--- src/rtl/neuron_stream_loader_pkg.sv ---
// Shared definitions for the neuron stream loader: FSM encoding, fire length
// and the packed-bus slice layout used by both the loader and the neuron.
package neuron_stream_loader_pkg;

  typedef enum logic [2:0] {
    ST_IDLE    = 3'd0,
    ST_LOAD_W  = 3'd1,
    ST_LOAD_X  = 3'd2,
    ST_FIRE1   = 3'd3,
    ST_FIRE2   = 3'd4,
    ST_CAPTURE = 3'd5,
    ST_RESULT  = 3'd6
  } state_t;

  localparam int unsigned NEU_EN_CYCLES = 32'd2;

  // Word idx of a packed vector occupies [slice_lo(idx, width) +: width].
  function automatic int unsigned slice_lo(input int unsigned idx, input int unsigned width);
    return idx * width;
  endfunction

endpackage

--- src/rtl/neuron_stream_loader_vector_pack_reg.sv ---
// N_INPUTS x N register file with one indexed write port and a flat packed
// read-out laid out exactly as the neuron expects.
module vector_pack_reg
  import neuron_stream_loader_pkg::*;
#(
  parameter int N        = 8,
  parameter int N_INPUTS = 32,
  parameter int IDX_W    = 5
) (
  input  logic                  clk,
  input  logic                  rst,
  input  logic                  we,
  input  logic [IDX_W-1:0]      idx,
  input  logic [N-1:0]          wdata,
  output logic [N*N_INPUTS-1:0] bus
);

  for (genvar i = 0; i < N_INPUTS; i++) begin : g_word
    logic [N-1:0] word_r;

    // Each word loads only on a write addressed to it.
    always_ff @(posedge clk or posedge rst) begin
      if (rst) begin
        word_r <= {N{1'b0}};
      end else if (we && (idx == IDX_W'(i))) begin
        word_r <= wdata;
      end else begin
        word_r <= word_r;
      end
    end

    assign bus[slice_lo(i, N) +: N] = word_r;
  end

endmodule

--- src/rtl/neuron_stream_loader.sv ---
// Front-end controller for one neuron: packs a serial word stream into the
// weight/activation buses, pulses the neuron enable and returns the result.
module neuron_stream_loader
  import neuron_stream_loader_pkg::*;
#(
  parameter int N        = 8,
  parameter int N_INPUTS = 32,
  parameter int CNT_W    = 5
) (
  input  logic                  clk,
  input  logic                  rst,
  input  logic                  start,
  input  logic                  reuse_w,
  input  logic                  s_valid,
  output logic                  s_ready,
  input  logic [N-1:0]          s_data,
  output logic [N*N_INPUTS-1:0] w_bus,
  output logic [N*N_INPUTS-1:0] x_bus,
  output logic                  neu_en,
  input  logic [N-1:0]          neu_out,
  output logic                  m_valid,
  input  logic                  m_ready,
  output logic [N-1:0]          m_data,
  output logic                  busy,
  output logic                  w_loaded
);

  state_t             state_r;
  state_t             next_state_s;
  logic [CNT_W-1:0]   cnt_r;
  logic               hs_s;
  logic               last_s;
  logic               w_we_s;
  logic               x_we_s;

  assign hs_s   = s_valid && s_ready;
  assign last_s = (cnt_r == CNT_W'(N_INPUTS - 1));
  assign w_we_s = (state_r == ST_LOAD_W) && hs_s;
  assign x_we_s = (state_r == ST_LOAD_X) && hs_s;

  // Next-state decode; start is only looked at in IDLE.
  always_comb begin
    next_state_s = state_r;
    case (state_r)
      ST_IDLE: begin
        if (start) begin
          next_state_s = (reuse_w && w_loaded) ? ST_LOAD_X : ST_LOAD_W;
        end else begin
          next_state_s = ST_IDLE;
        end
      end
      ST_LOAD_W: begin
        if (hs_s && last_s) begin
          next_state_s = ST_LOAD_X;
        end else begin
          next_state_s = ST_LOAD_W;
        end
      end
      ST_LOAD_X: begin
        if (hs_s && last_s) begin
          next_state_s = ST_FIRE1;
        end else begin
          next_state_s = ST_LOAD_X;
        end
      end
      ST_FIRE1:   next_state_s = ST_FIRE2;
      ST_FIRE2:   next_state_s = ST_CAPTURE;
      ST_CAPTURE: next_state_s = ST_RESULT;
      ST_RESULT: begin
        if (m_ready) begin
          next_state_s = ST_IDLE;
        end else begin
          next_state_s = ST_RESULT;
        end
      end
      default: next_state_s = ST_IDLE;
    endcase
  end

  // State register; handshake outputs are registered copies of the next state.
  always_ff @(posedge clk or posedge rst) begin
    if (rst) begin
      state_r <= ST_IDLE;
      s_ready <= 1'b0;
      neu_en  <= 1'b0;
      m_valid <= 1'b0;
      busy    <= 1'b0;
    end else begin
      state_r <= next_state_s;
      s_ready <= (next_state_s == ST_LOAD_W) || (next_state_s == ST_LOAD_X);
      neu_en  <= (next_state_s == ST_FIRE1) || (next_state_s == ST_FIRE2);
      m_valid <= (next_state_s == ST_RESULT);
      busy    <= (next_state_s != ST_IDLE);
    end
  end

  // Word index: advances per accepted word, wraps at the end of each vector.
  always_ff @(posedge clk or posedge rst) begin
    if (rst) begin
      cnt_r <= {CNT_W{1'b0}};
    end else if (hs_s && ((state_r == ST_LOAD_W) || (state_r == ST_LOAD_X))) begin
      cnt_r <= last_s ? {CNT_W{1'b0}} : cnt_r + CNT_W'(1);
    end else if (state_r == ST_IDLE) begin
      cnt_r <= {CNT_W{1'b0}};
    end else begin
      cnt_r <= cnt_r;
    end
  end

  // Held weights are invalid from the moment a fresh weight load begins.
  always_ff @(posedge clk or posedge rst) begin
    if (rst) begin
      w_loaded <= 1'b0;
    end else if ((state_r == ST_IDLE) && (next_state_s == ST_LOAD_W)) begin
      w_loaded <= 1'b0;
    end else if (w_we_s && last_s) begin
      w_loaded <= 1'b1;
    end else begin
      w_loaded <= w_loaded;
    end
  end

  // Result capture one cycle after the neuron output register has loaded.
  always_ff @(posedge clk or posedge rst) begin
    if (rst) begin
      m_data <= {N{1'b0}};
    end else if (state_r == ST_CAPTURE) begin
      m_data <= neu_out;
    end else begin
      m_data <= m_data;
    end
  end

  vector_pack_reg #(
    .N        (N),
    .N_INPUTS (N_INPUTS),
    .IDX_W    (CNT_W)
  ) u_w_reg (
    .clk   (clk),
    .rst   (rst),
    .we    (w_we_s),
    .idx   (cnt_r),
    .wdata (s_data),
    .bus   (w_bus)
  );

  vector_pack_reg #(
    .N        (N),
    .N_INPUTS (N_INPUTS),
    .IDX_W    (CNT_W)
  ) u_x_reg (
    .clk   (clk),
    .rst   (rst),
    .we    (x_we_s),
    .idx   (cnt_r),
    .wdata (s_data),
    .bus   (x_bus)
  );

endmodule

--- config.mk ---
export PLATFORM = sky130hd
export DESIGN_NAME = neuron_stream_loader
export DESIGN_NICKNAME = d
export VERILOG_FILES = /design/src/rtl/neuron_stream_loader_pkg.sv /design/src/rtl/neuron_stream_loader_vector_pack_reg.sv /design/src/rtl/neuron_stream_loader.sv
export SDC_FILE = /design/constraint.sdc
export NUM_CORES = 1
export LEC_CHECK = 0
export BUFFER_PORTS_ARGS = -buffer_cell sky130_fd_sc_hd__buf_4
export CORE_AREA = 2 2 215 217
export CTS_BUF_LIST = sky130_fd_sc_hd__clkbuf_8
export DETAILED_ROUTE_END_ITERATION = 10
export DIE_AREA = 0 0 217 219
export PLACE_DENSITY = 0.77
export SLEW_MARGIN = 10
export SYNTH_ARGS = -nofsm -noshare
export SYNTH_HDL_FRONTEND = slang
export SYNTH_SLANG_ARGS = --single-unit
export TNS_END_PERCENT = 100
--- constraint.sdc ---
create_clock -name clk -period 21.5 [get_ports clk]
set_clock_uncertainty 0.15 [all_clocks]
set_input_delay 5.375 -clock clk [delete_from_list [all_inputs] [get_ports clk]]
set_output_delay 5.375 -clock clk [all_outputs]
set_load 0.03 [all_outputs]
* After elaboration in Yosys (flattened, before gate mapping)
Index checks and enable logic that the tools add are counted.
Word-level totals: logic and storage cells 205, flip-flop bits (word level) 533, input port bits 22, output and inout port bits 525
Cells by class: multiplexer cells 11, reductions and logical operators 79, add/subtract/negate cells 1, equality and inequality tests 42
Operator list (count):
- == test 5 bit, second input constant | 16
- logical AND 1 bit | 71
- == test 5 x 4 -> 1 bit, second input constant | 8
- one-hot mux 3 bit (7 select lines) | 1
- == test 5 x 3 -> 1 bit, second input constant | 4
- == test 3 bit, second input constant | 5
- 2-to-1 mux 5 bit | 3
- == test 3 x 2 -> 1 bit, second input constant | 4
- == test 5 x 2 -> 1 bit, second input constant | 2
- == test 3 x 1 -> 1 bit, second input constant | 2
- 2-to-1 mux 2 bit | 3
- adder 5 x 1 -> 5 bit, second input constant | 1
- == test 5 x 1 -> 1 bit, second input constant | 1
- logical NOT 5 bit | 1
- nonzero test 2 bit | 2
- logical NOT 3 bit | 1
- logical OR 1 bit | 3
- 2-to-1 mux 1 bit | 3
- 2-to-1 mux 3 bit | 1
- nonzero test 3 bit | 1

* Logic depth before layout (Yosys ltp)
Gate-level depths: netlist (run 1).
depth in word-level cells 7, depth in mapped cells 9, mapped depth without buffers 7

* By module
A second synthesis (run 1) with hierarchy kept.
Unflattened totals: cells, all modules 1285, area total of the unflattened synthesis 20518.4 um^2
By module, submodules not included:
- vector_pack_reg | cells each 595, sequential area each 6406.1 um^2, instances 2, area each 9741.8 um^2
- neuron_stream_loader | cells each 95, sequential area each 525.5 um^2, instances 1, area each 1034.7 um^2

* Worst setup path after synthesis (run 1)
Ideal clock, no wire load.
path kind input to register, start input s_valid, end register u_w_reg.g_word[16].word_r[0], stages 6, setup time 0.125 ns, path buffers 2, data required time 21.225 ns, arrival 6.797 ns, setup slack 14.428 ns, cells stage by stage nand3b_1 -> or3_1 -> buf_4 -> buf_6 -> nor2_8 -> mux2_2
Between the ends: word-level cells in the longest chain between the ends 3
Ends and longest elaborated chain:
- start: declaration | line neuron_stream_loader.sv:14 | input logic s_valid,
- logical AND 1 bit | line neuron_stream_loader.sv:36 | assign hs_s = s_valid && s_ready;
- logical AND 1 bit | line neuron_stream_loader.sv:38 | assign w_we_s = (state_r == ST_LOAD_W) && hs_s;
- logical AND 1 bit | line neuron_stream_loader_vector_pack_reg.sv:25 | end else if (we && (idx == IDX_W'(i))) begin
- end signal: assignment | line neuron_stream_loader_vector_pack_reg.sv:24 | word_r <= {N{1'b0}};
- end signal: assignment | line neuron_stream_loader_vector_pack_reg.sv:26 | word_r <= wdata;
- end signal: assignment | line neuron_stream_loader_vector_pack_reg.sv:28 | word_r <= word_r;
- end: declaration | line neuron_stream_loader_vector_pack_reg.sv:19 | logic [N-1:0] word_r;
Every way passes these cells. A chain may end at the register's enable or synchronous reset.

==> impl_metrics.json, run 1 <==
{
  "outcome": "finished clean",
  "tightest_slew_ns": 1.02,
  "path_cells": "buf_4 -> inv_8 -> buf_4 -> buf_4 -> buf_16 -> buf_4",
  "postRouteAntennaNets": 0,
  "wirelength_mm": 60.7,
  "min_period_ns": 8.30,
  "dp_hpwl_mm": 39.6,
  "drtIter0Drc": 806,
  "yosys_warnings": 0,
  "dr.pass1.iters": 5,
  "fin_nets": 1884,
  "power_frac_seq": 0.446,
  "ctsHtreeMaxLevel": 3,
  "clk_pin_slew_ns": 0.06,
  "netlist_instances": 1289,
  "ir_drop_uv": 83.5,
  "fmax_mhz": 120,
  "seq_area_um2": 13300,
  "cts-resized-gates": 0,
  "switching_share": 0.308,
  "post-cts-setup-buffer-count": 0,
  "seq_area_frac_synth": 0.645,
  "hold_class": "reg -> reg",
  "core.rowCount": 78,
  "wl_per_cell_um": 24.0,
  "period_share": 0.386,
  "routabilityCongestion": 0.792,
  "slew_violations": 0,
  "powerDensity_nw_per_um2": 94.4,
  "cp.arrival_ns": 8.81,
  "hold_viol_final": 0,
  "final_layout_size_suffix_gt1_frac": 0.648,
  "crit_required_ns": 22.00,
  "syn_nets": 1317,
  "cts.sinks": 533,
  "internal_power_mw": 1.77,
  "remaining_drc_errors": 0,
  "synth_cell_types": 44,
  "cap_violations": 0,
  "area_growth_pct": 31.3,
  "antenna_found_initial": 0,
  "start_util": 0.459,
  "power_frac_comb": 0.203,
  "grt_max_degree": 149,
  "power_leakage_nw": 14.9,
  "clock_latency_ns": 0.67,
  "grt_usage": 0.253,
  "slowest_delay_ns": 0.80,
  "multiInputGateArea_um2": 6990,
  "path_class": "in -> async",
  "netlist_area_um2": 20700,
  "rsz0062_at_grt": "false",
  "utilization": 0.602,
  "switching_power_mw": 0.789,
  "port-buffer-count": 546,
  "die_x_um": 217,
  "dp_cells": 2366,
  "end_kind": "asynchronous set/reset pin",
  "core_area_um2": 45100,
  "avgSynthCellArea_um2": 16.0,
  "total_power_mw": 2.56,
  "cp_common_cell": "buf_4",
  "setup_violations": 0,
  "hold_buffers": 0,
  "grt_pass1_vias": 14212,
  "grt_pass1_wl_mm": 89.9,
  "die_h_um": 219,
  "max_slew_margin": 0.323,
  "grt.overflow.total": 0,
  "cts-root-buf": "clkbuf_8",
  "worstPathMaxFanout": 148,
  "cts_tree": "built",
  "via_per_inst": 5.31,
  "cts_buffer_depth": 3,
  "fin_cells": 2525,
  "routed-via-count": 13404,
  "ios": 547,
  "cts_buffers": 87,
  "slowest_stage": "buf_4",
  "ys_seq_elements": 533,
  "p_clk_frac": 0.351,
  "design.die.area_um2": 47500,
  "nFillCells": 3498,
  "cp-start-kind": "primary input",
  "tns_ns": 0
}
==> synthesized netlist by cell type <==
| master | number | area share |
|---|---|---|
| o311a_1 | 1 | 0.00048 |
| dfrtp_1 | 533 | 0.64 |
| nor3b_1 | 4 | 0.0015 |
| mux2_1 | 9 | 0.0049 |
| o2bb2a_1 | 1 | 0.00048 |
| nand2b_1 | 8 | 0.0024 |
| a31oi_1 | 1 | 0.00030 |
| o21ai_0 | 5 | 0.0012 |
| nor2_8 | 10 | 0.0097 |
| a21oi_1 | 1 | 0.00024 |
| buf_4 | 3 | 0.0011 |
| buf_2 | 8 | 0.0019 |
| and3b_1 | 3 | 0.0013 |
| nand4b_1 | 1 | 0.00042 |
| o31a_1 | 1 | 0.00042 |
| nand3b_1 | 5 | 0.0018 |
| o21a_1 | 1 | 0.00036 |
| o22ai_1 | 2 | 0.00060 |
| ha_1 | 6 | 0.0036 |
| nand3_2 | 14 | 0.0068 |
| a32oi_1 | 1 | 0.00042 |
| nor3_2 | 2 | 0.00097 |
| nor2_2 | 20 | 0.0060 |
| clkinv_1 | 1 | 0.00018 |
| clkbuf_1 | 59 | 0.011 |
| mux2i_1 | 2 | 0.00097 |
| nor2_1 | 6 | 0.0011 |
| nand2_1 | 21 | 0.0038 |
| buf_6 | 1 | 0.00054 |
| nor2b_1 | 4 | 0.0012 |
| o311ai_0 | 1 | 0.00042 |
| a221oi_1 | 2 | 0.00085 |
| or3_1 | 2 | 0.00060 |
| nand3_1 | 13 | 0.0031 |
| clkbuf_2 | 1 | 0.00024 |
| and3_1 | 3 | 0.00091 |
| xnor2_1 | 1 | 0.00042 |
| mux2_2 | 511 | 0.28 |
| buf_1 | 9 | 0.0016 |
| a211o_1 | 1 | 0.00042 |
| a211oi_1 | 2 | 0.00073 |
| a21o_1 | 1 | 0.00036 |
| inv_1 | 6 | 0.0011 |
| a21boi_0 | 2 | 0.00073 |
==> routing by layer <==
| metal | track usage | part of all wire | vias to the layer above |
|---|---|---|---|
| met5 | 0 | 0 | - |
| met4 | 0.105 | 0.033 | 0 |
| met3 | 0.0590 | 0.062 | 106 |
| met2 | 0.417 | 0.49 | 497 |
| met1 | 0.323 | 0.41 | 7110 |
| li1 | - | - | 5691 |
==> per-stage QoR <==
stage	area [um^2]	setup WS, ns	hold WS (ns)
after floorplan	20700	1.08	0.430
after global placement	25300	12.29	0.324
after detailed placement	25300	12.16	0.329
after CTS	27100	12.91	0.342
after global routing	27100	12.70	0.363
final	27100	13.20	0.336
==> logic make-up (layout without fill, tap and decap cells) <==
family	count (synthesis)	after routing	share of synthesized area
AO/OA/AOI/OAI	23	23	0.00805
XOR/XNOR	1	1	0.000423
adder cells (fa/ha/maj)	6	6	0.00363
buffers and inverters	88	723	0.0174
flip-flops	533	533	0.645
multiplexers	522	522	0.284
other	0	1	0
AND/OR/NAND/NOR	116	116	0.0416
==> critical path, delay by kind of cell <==
kind	cells	cell delay, ns
buffers and inverters	6	3.18
==> layout make-up <==
class / instances / share of cell area
multi-input combinational: 668 / 0.257
timing repair buffer: 559 / 0.155
clock inverter: 39 / 0.00724
tap: 600 / 0.0277
sequential: 533 / 0.491
inverter: 7 / 0.00124
clock buffer: 118 / 0.0598
antenna: 1 / 0.0000922
==> power by group through the flow <==
| stage | Sequential, mW | Clock, mW | Combinational, mW |
|---|---|---|---|
| floorplan | 1.30 | 0 | 0.167 |
| global placement | 1.15 | 0 | 0.512 |
| detailed placement | 1.16 | 0 | 0.521 |
| CTS | 1.14 | 0.918 | 0.522 |
| global route | 1.15 | 0.966 | 0.543 |
| finish | 1.14 | 0.899 | 0.520 |
==> registers in the layout (all words and copies together), names as in the netlist <==
signal                 count
u_w_reg.g_word.word_r    256
u_x_reg.g_word.word_r    256
m_data                     8
cnt_r                      5
state_r                    3
busy                       1
m_valid                    1
neu_en                     1
s_ready                    1
w_loaded                   1
==> worst paths after layout <==
kind,startpoint,endpoint,slack (ns),cells after the start
max,rst,u_w_reg.g_word[21].word_r[5]$_DFFE_PP0P_,13.20,6
min,u_w_reg.g_word[20].word_r[4]$_DFFE_PP0P_,u_w_reg.g_word[20].word_r[4]$_DFFE_PP0P_,0.34,1
max reg2reg,cnt_r[1]$_DFFE_PP0P_,neu_en$_DFF_PP0_,18.27,7
min reg2reg,u_w_reg.g_word[20].word_r[4]$_DFFE_PP0P_,u_w_reg.g_word[20].word_r[4]$_DFFE_PP0P_,0.34,1
max in group clk,s_valid,u_w_reg.g_word[28].word_r[1]$_DFFE_PP0P_,14.48,6
min in group asynchronous,rst,u_w_reg.g_word[10].word_r[5]$_DFFE_PP0P_,4.78,2
==> cell usage in the layout (no fill, tap or decap), types with 6 or more instances in the layout <==
cell type / n
nor2_1: 6
nor2_2: 20
dfrtp_1: 533
nand3_2: 14
nand2_1: 21
nand2b_1: 8
ha_1: 6
mux2_2: 511
inv_1: 33
clkbuf_8: 118
nand3_1: 13
nor2_8: 10
clkinv_2: 6
buf_4: 558
mux2_1: 9
(Power assumes the default switching activity.)
==> inputs of run 2 (changes only) <==
ABC_AREA = 1   (was default)
CORE_AREA = 2 2 211 213   (was 2 2 215 217)
DIE_AREA = 0 0 213 215   (was 0 0 217 219)
clock period = 6.8 ns   (was 21.5 ns; I/O delays follow)
==> run 2 against run 1 <==
Final cell count rose by 21%; via count rose by 18%; utilization fell by 0.88 points; first-iteration DRC count rose by 51%; critical path type is now in -> reg; largest cell class unchanged.
==> impl_metrics.json, run 2 <==
{
  "end_kind": "flip-flop",
  "die_h_um": 215,
  "clk_pin_slew_ns": 0.06,
  "crit_required_ns": 7.21,
  "cap_violations": 0,
  "min_period_ns": 3.31,
  "worstPathMaxFanout": 32,
  "via_per_inst": 5.18,
  "hold_viol_final": 0,
  "start_util": 0.455,
  "netlist_area_um2": 19800,
  "nFillCells": 3608,
  "final_layout_size_suffix_gt1_frac": 0.308,
  "grt_pass1_wl_mm": 94.2,
  "seq_area_frac_synth": 0.672,
  "hold_class": "reg -> reg",
  "max_slew_margin": 0.332,
  "yosysTopAreaCell": "dfrtp_1",
  "cp.arrival_ns": 3.72,
  "synth_ff_type": "dfrtp_1",
  "power_leakage_nw": 13.5,
  "dp_cells": 2909,
  "clock_latency_ns": 0.67,
  "reg_top3": "u_w_reg.g_word.word_r (256), u_x_reg.g_word.word_r (256), m_data (8)",
  "antenna_found_initial": 0,
  "final_cell_mix": "buf_4, nand2_1, dfrtp_1, o21ai_0, clkbuf_8",
  "synthTopCellsByCount": "nand2_1, dfrtp_1, o21ai_0, clkbuf_1, o21ai_1",
  "ir_drop_uv": 182,
  "dp_hpwl_mm": 40.6,
  "core.rowCount": 77,
  "fin_cells": 3064,
  "yosysMostFrequentCell": "nand2_1",
  "hold_buffers": 0,
  "wirelength_mm": 62.2,
  "cts-root-buf": "clkbuf_8",
  "avgSynthCellArea_um2": 10.6,
  "ctsHtreeMaxLevel": 3,
  "cts.sinks": 533,
  "fin_nets": 2434,
  "num_antenna_cells": 0,
  "postRouteAntennaNets": 0,
  "cp-start-kind": "primary input",
  "synth_edf_count": 0,
  "setup_violations": 0,
  "design.die.area_um2": 45800,
  "yosys.area.top_type_share": 0.672,
  "core_area_um2": 43600,
  "yosys_warnings": 0,
  "ys_seq_elements": 533,
  "dr.pass1.iters": 5,
  "async_flop_share": 1.00,
  "grt_pass1_vias": 15817,
  "slew_violations": 0,
  "powerDensity_nw_per_um2": 337,
  "syn_nets": 1903,
  "place_ws_ns": 2.74,
  "netlist_instances": 1875,
  "fmax_mhz": 302,
  "port-buffer-count": 546,
  "outcome": "finished clean",
  "area_growth_pct": 30.5,
  "routed-via-count": 15882,
  "remaining_drc_errors": 0,
  "grt_usage": 0.270,
  "path_class": "in -> reg",
  "ios": 547,
  "cts_buffers": 87,
  "cts_buffer_depth": 3,
  "post-cts-setup-buffer-count": 0,
  "period_share": 0.487,
  "rsz0062_at_grt": "false",
  "die_x_um": 213,
  "cts_tree": "built",
  "synth_cell_types": 28,
  "synth_area_leaders": "dfrtp_1, o21ai_0, nand2_1",
  "total_power_mw": 8.73,
  "tightest_slew_ns": 1.00,
  "fin_ws_ns": 3.49,
  "grt_max_degree": 132,
  "wl_per_cell_um": 20.3,
  "drtIter0Drc": 1218,
  "cts-resized-gates": 0,
  "grt.overflow.total": 0,
  "final_common_cell": "buf_4",
  "routabilityCongestion": 0.844
}
## run 2: cell count changes in the layout (fill, tap and decap cells not counted), moves of 10 or more
cell,change
nand2_1,+538
mux2_2,-503
o21ai_0,+463
o21ai_1,+48
nand2_4,+29
nor2_1,+19
nor2_2,-19
nand3_2,-12
inv_1,+11
inv_2,+11
nor3_2,+10
## run 2: critical path: stages
cell and delay (ns):
buf_4 0.08, nand2_1 0.16, nor2_4 0.74, nand2_1 0.64, o21ai_0 0.36
## run 2: power by group
part | switching, mW | internal, mW
combinational | 1.42 | 0.670
sequential | 0.241 | 3.54
clock | 1.27 | 1.59
## run 2: path summary, 6_finish.rpt
kind,to,cells after the start,startpoint,slack [ns]
max in group asynchronous,u_w_reg.g_word[20].word_r[7]$_DFFE_PP0P_,4,rst,4.00
worst min-delay path,u_w_reg.g_word[2].word_r[5]$_DFFE_PP0P_,2,u_w_reg.g_word[2].word_r[5]$_DFFE_PP0P_,0.33
min in group asynchronous,u_x_reg.g_word[12].word_r[0]$_DFFE_PP0P_,2,rst,1.07
worst max-delay path,u_x_reg.g_word[23].word_r[2]$_DFFE_PP0P_,5,s_valid,3.49
worst max register to register,u_x_reg.g_word[30].word_r[5]$_DFFE_PP0P_,4,cnt_r[4]$_DFFE_PP0P_,3.95
worst min register to register,u_w_reg.g_word[2].word_r[5]$_DFFE_PP0P_,2,u_w_reg.g_word[2].word_r[5]$_DFFE_PP0P_,0.33
## run 2: cell families (layout without fill, tap and decap cells)
group                    count (synthesis)  count (layout)  synth area share
multiplexers                             8               8           0.00454
AO/OA/AOI/OAI                          519             519             0.131
adder cells (fa/ha/maj)                  6               6           0.00378
flip-flops                             533             533             0.672
XOR/XNOR                                 1               1          0.000441
buffers and inverters                  151             748            0.0448
AND/OR/NAND/NOR                        657             657             0.143
## run 2: stage by stage
stage	hold WS (ns)	setup TNS [ns]	area [um^2]	util
3_5_place_dp	0.324	0	24100	0.552
5_1_grt	0.354	0	25900	0.593
6_report	0.334	0	25900	0.593
4_1_cts	0.338	0	25900	0.593
3_3_place_gp	0.316	0	24100	0.552
2_1_floorplan	0.434	-1223.80	19900	-
## run 2: cell type report
type	instances	area, um^2	area share
clock buffers	112	1540	0.0595
clock inverters	43	265	0.0102
inverters	29	115	0.00444
multi-input cells	1191	5630	0.217
flip-flops and latches	533	13300	0.515
well taps	592	741	0.0286
repair buffers	564	4270	0.165
## run 2: metal layers
layer,global-route usage,up-vias,wire (um)
met4,0.120,0,2430
met3,0.0760,151,5630
met2,0.430,714,29200
met5,0,-,0
li1,-,7242,-
met1,0.343,7775,25000
==> inputs of run 3 (changes only) <==
CORE_AREA = 2 2 213 215   (was 2 2 211 213)
DIE_AREA = 0 0 215 217   (was 0 0 213 215)
PLACE_DENSITY = 0.73   (was 0.77)
clock period = 3.3 ns   (was 6.8 ns; I/O delays follow)
==> run 3 against run 2 <==
Total power rose by 100%; largest power group unchanged; die area rose by 1.9%; wire length rose by 2.3%; utilization fell by 1.1 points; sequential power rose by 110%; via count rose by 0.35%.
==> impl_metrics.json, run 3 (same netlist as run 2, synthesis figures left out) <==
{
  "design.die.area_um2": 46700,
  "dp_hpwl_mm": 43.2,
  "outcome": "finished clean",
  "max_slew_margin": 0.471,
  "grt_max_degree": 85,
  "powerDensity_nw_per_um2": 685,
  "routabilityCongestion": 0.840,
  "utilization": 0.582,
  "cts-resized-gates": 0,
  "rsz0062_at_grt": "false",
  "ctsHtreeMaxLevel": 3,
  "slowest_stage": "nor3_1",
  "path_class": "reg -> reg",
  "drtIter0Drc": 1407,
  "ir_drop_uv": 463,
  "hold_viol_final": 0,
  "crit_required_ns": 3.71,
  "tns_ns": 0,
  "num_antenna_cells": 0,
  "fin_nets": 2453,
  "core.rowCount": 78,
  "cap_violations": 0,
  "postRouteAntennaNets": 0,
  "cp-start-kind": "flip-flop",
  "cts.sinks": 533,
  "tightest_slew_ns": 0.788,
  "clock_latency_ns": 0.67,
  "grt_pass1_vias": 15569,
  "post-cts-setup-buffer-count": 0,
  "period_share": 0.819,
  "start_util": 0.444,
  "path_cells": "inv_1 -> ha_1 -> inv_1 -> nor3_1 -> nand2_1 -> o21ai_0",
  "cts-root-buf": "clkbuf_8",
  "die_x_um": 215,
  "wl_per_cell_um": 20.6,
  "fmax_mhz": 370,
  "routed-via-count": 15938,
  "clk_pin_slew_ns": 0.06,
  "worstReg2RegStart": "cnt_r[0]$_DFFE_PP0P_",
  "wirelength_mm": 63.6,
  "area_growth_pct": 31.1,
  "reg_top3": "u_w_reg.g_word.word_r (256), u_x_reg.g_word.word_r (256), m_data (8)",
  "cts_buffer_depth": 3,
  "slowest_delay_ns": 0.66,
  "ios": 547,
  "cp.arrival_ns": 3.11,
  "hold_class": "in -> async",
  "worstPathMaxFanout": 16,
  "setup_violations": 0,
  "r2r_slack_ns": 0.60,
  "grt.overflow.total": 0,
  "r2r_cells": 6,
  "power_leakage_nw": 13.5,
  "final_layout_size_suffix_gt1_frac": 0.312,
  "cts_tree": "built",
  "cp_common_cell": "inv_1",
  "grt_usage": 0.270,
  "final_common_cell": "buf_4",
  "dr.pass1.iters": 5,
  "antenna_found_initial": 0,
  "hold_buffers": 0,
  "via_per_inst": 5.17,
  "min_period_ns": 2.70,
  "grt_pass1_wl_mm": 96.1,
  "die_h_um": 217,
  "r2r-end": "u_x_reg.g_word[18].word_r[5]$_DFFE_PP0P_",
  "final_cell_mix": "buf_4, nand2_1, dfrtp_1, o21ai_0, clkbuf_8",
  "cts_buffers": 86,
  "remaining_drc_errors": 0,
  "nFillCells": 3764,
  "slew_violations": 0,
  "port-buffer-count": 546,
  "core_area_um2": 44700,
  "end_kind": "flip-flop"
}
==> run 3: metal layers <==
metal	routed length (um)	global-route usage
met5	0	0
met1	27000	0.358
met3	5210	0.0732
met4	2430	0.117
met2	29000	0.420
==> run 3: critical path, delay by kind of cell (launching register included) <==
family,cells,cell delay (ns)
AND/OR/NAND/NOR,2,1.21
buffers and inverters,2,0.24
adder cells (fa/ha/maj),1,0.20
AO/OA/AOI/OAI,1,0.36
flip-flops,1,0.41
==> run 3: area by class of cell <==
| cell class | instances | area [um^2] | area share |
|---|---|---|---|
| repair buffers | 584 | 4520 | 0.174 |
| well taps | 600 | 751 | 0.0288 |
| flip-flops and latches | 533 | 13300 | 0.512 |
| clock buffers | 107 | 1470 | 0.0566 |
| inverters | 29 | 113 | 0.00433 |
| clock inverters | 41 | 205 | 0.00788 |
| multi-input cells | 1191 | 5630 | 0.216 |
==> run 3: through the flow <==
stage | cells | instance area [um^2] | worst slack [ns] | total power, mW | hold slack, ns
after floorplan | 1875 | 19900 | -4.92 | 10.5 | 0.434
after global placement | 2937 | 24300 | 0.689 | 12.2 | 0.316
after detailed placement | 2937 | 24300 | 0.650 | 12.4 | 0.324
after CTS | 3085 | 26000 | 0.625 | 17.9 | 0.0462
after global routing | 3085 | 26000 | 0.419 | 18.6 | 0.0894
final | 3085 | 26000 | 0.598 | 17.8 | 0.102
==> run 3: where the power goes <==
| group | total [mW] | internal, mW | switching (mW) |
|---|---|---|---|
| Combinational | 4.43 | 1.42 | 3.01 |
| Sequential | 7.80 | 7.29 | 0.510 |
| Clock | 5.58 | 2.98 | 2.60 |
==> run 3: worst max path at each step <==
stage	to	slack, ns	cells past startpoint	start
after global placement	u_x_reg.g_word[18].word_r[2]$_DFFE_PP0P_	0.69	7	cnt_r[0]$_DFFE_PP0P_
after CTS	u_x_reg.g_word[18].word_r[5]$_DFFE_PP0P_	0.62	6	cnt_r[0]$_DFFE_PP0P_
after floorplan	busy$_DFF_PP0_	-4.92	1	rst
after detailed placement	u_x_reg.g_word[18].word_r[5]$_DFFE_PP0P_	0.65	6	cnt_r[0]$_DFFE_PP0P_
after global routing	u_x_reg.g_word[18].word_r[5]$_DFFE_PP0P_	0.42	6	cnt_r[0]$_DFFE_PP0P_
final	u_x_reg.g_word[18].word_r[5]$_DFFE_PP0P_	0.60	6	cnt_r[0]$_DFFE_PP0P_
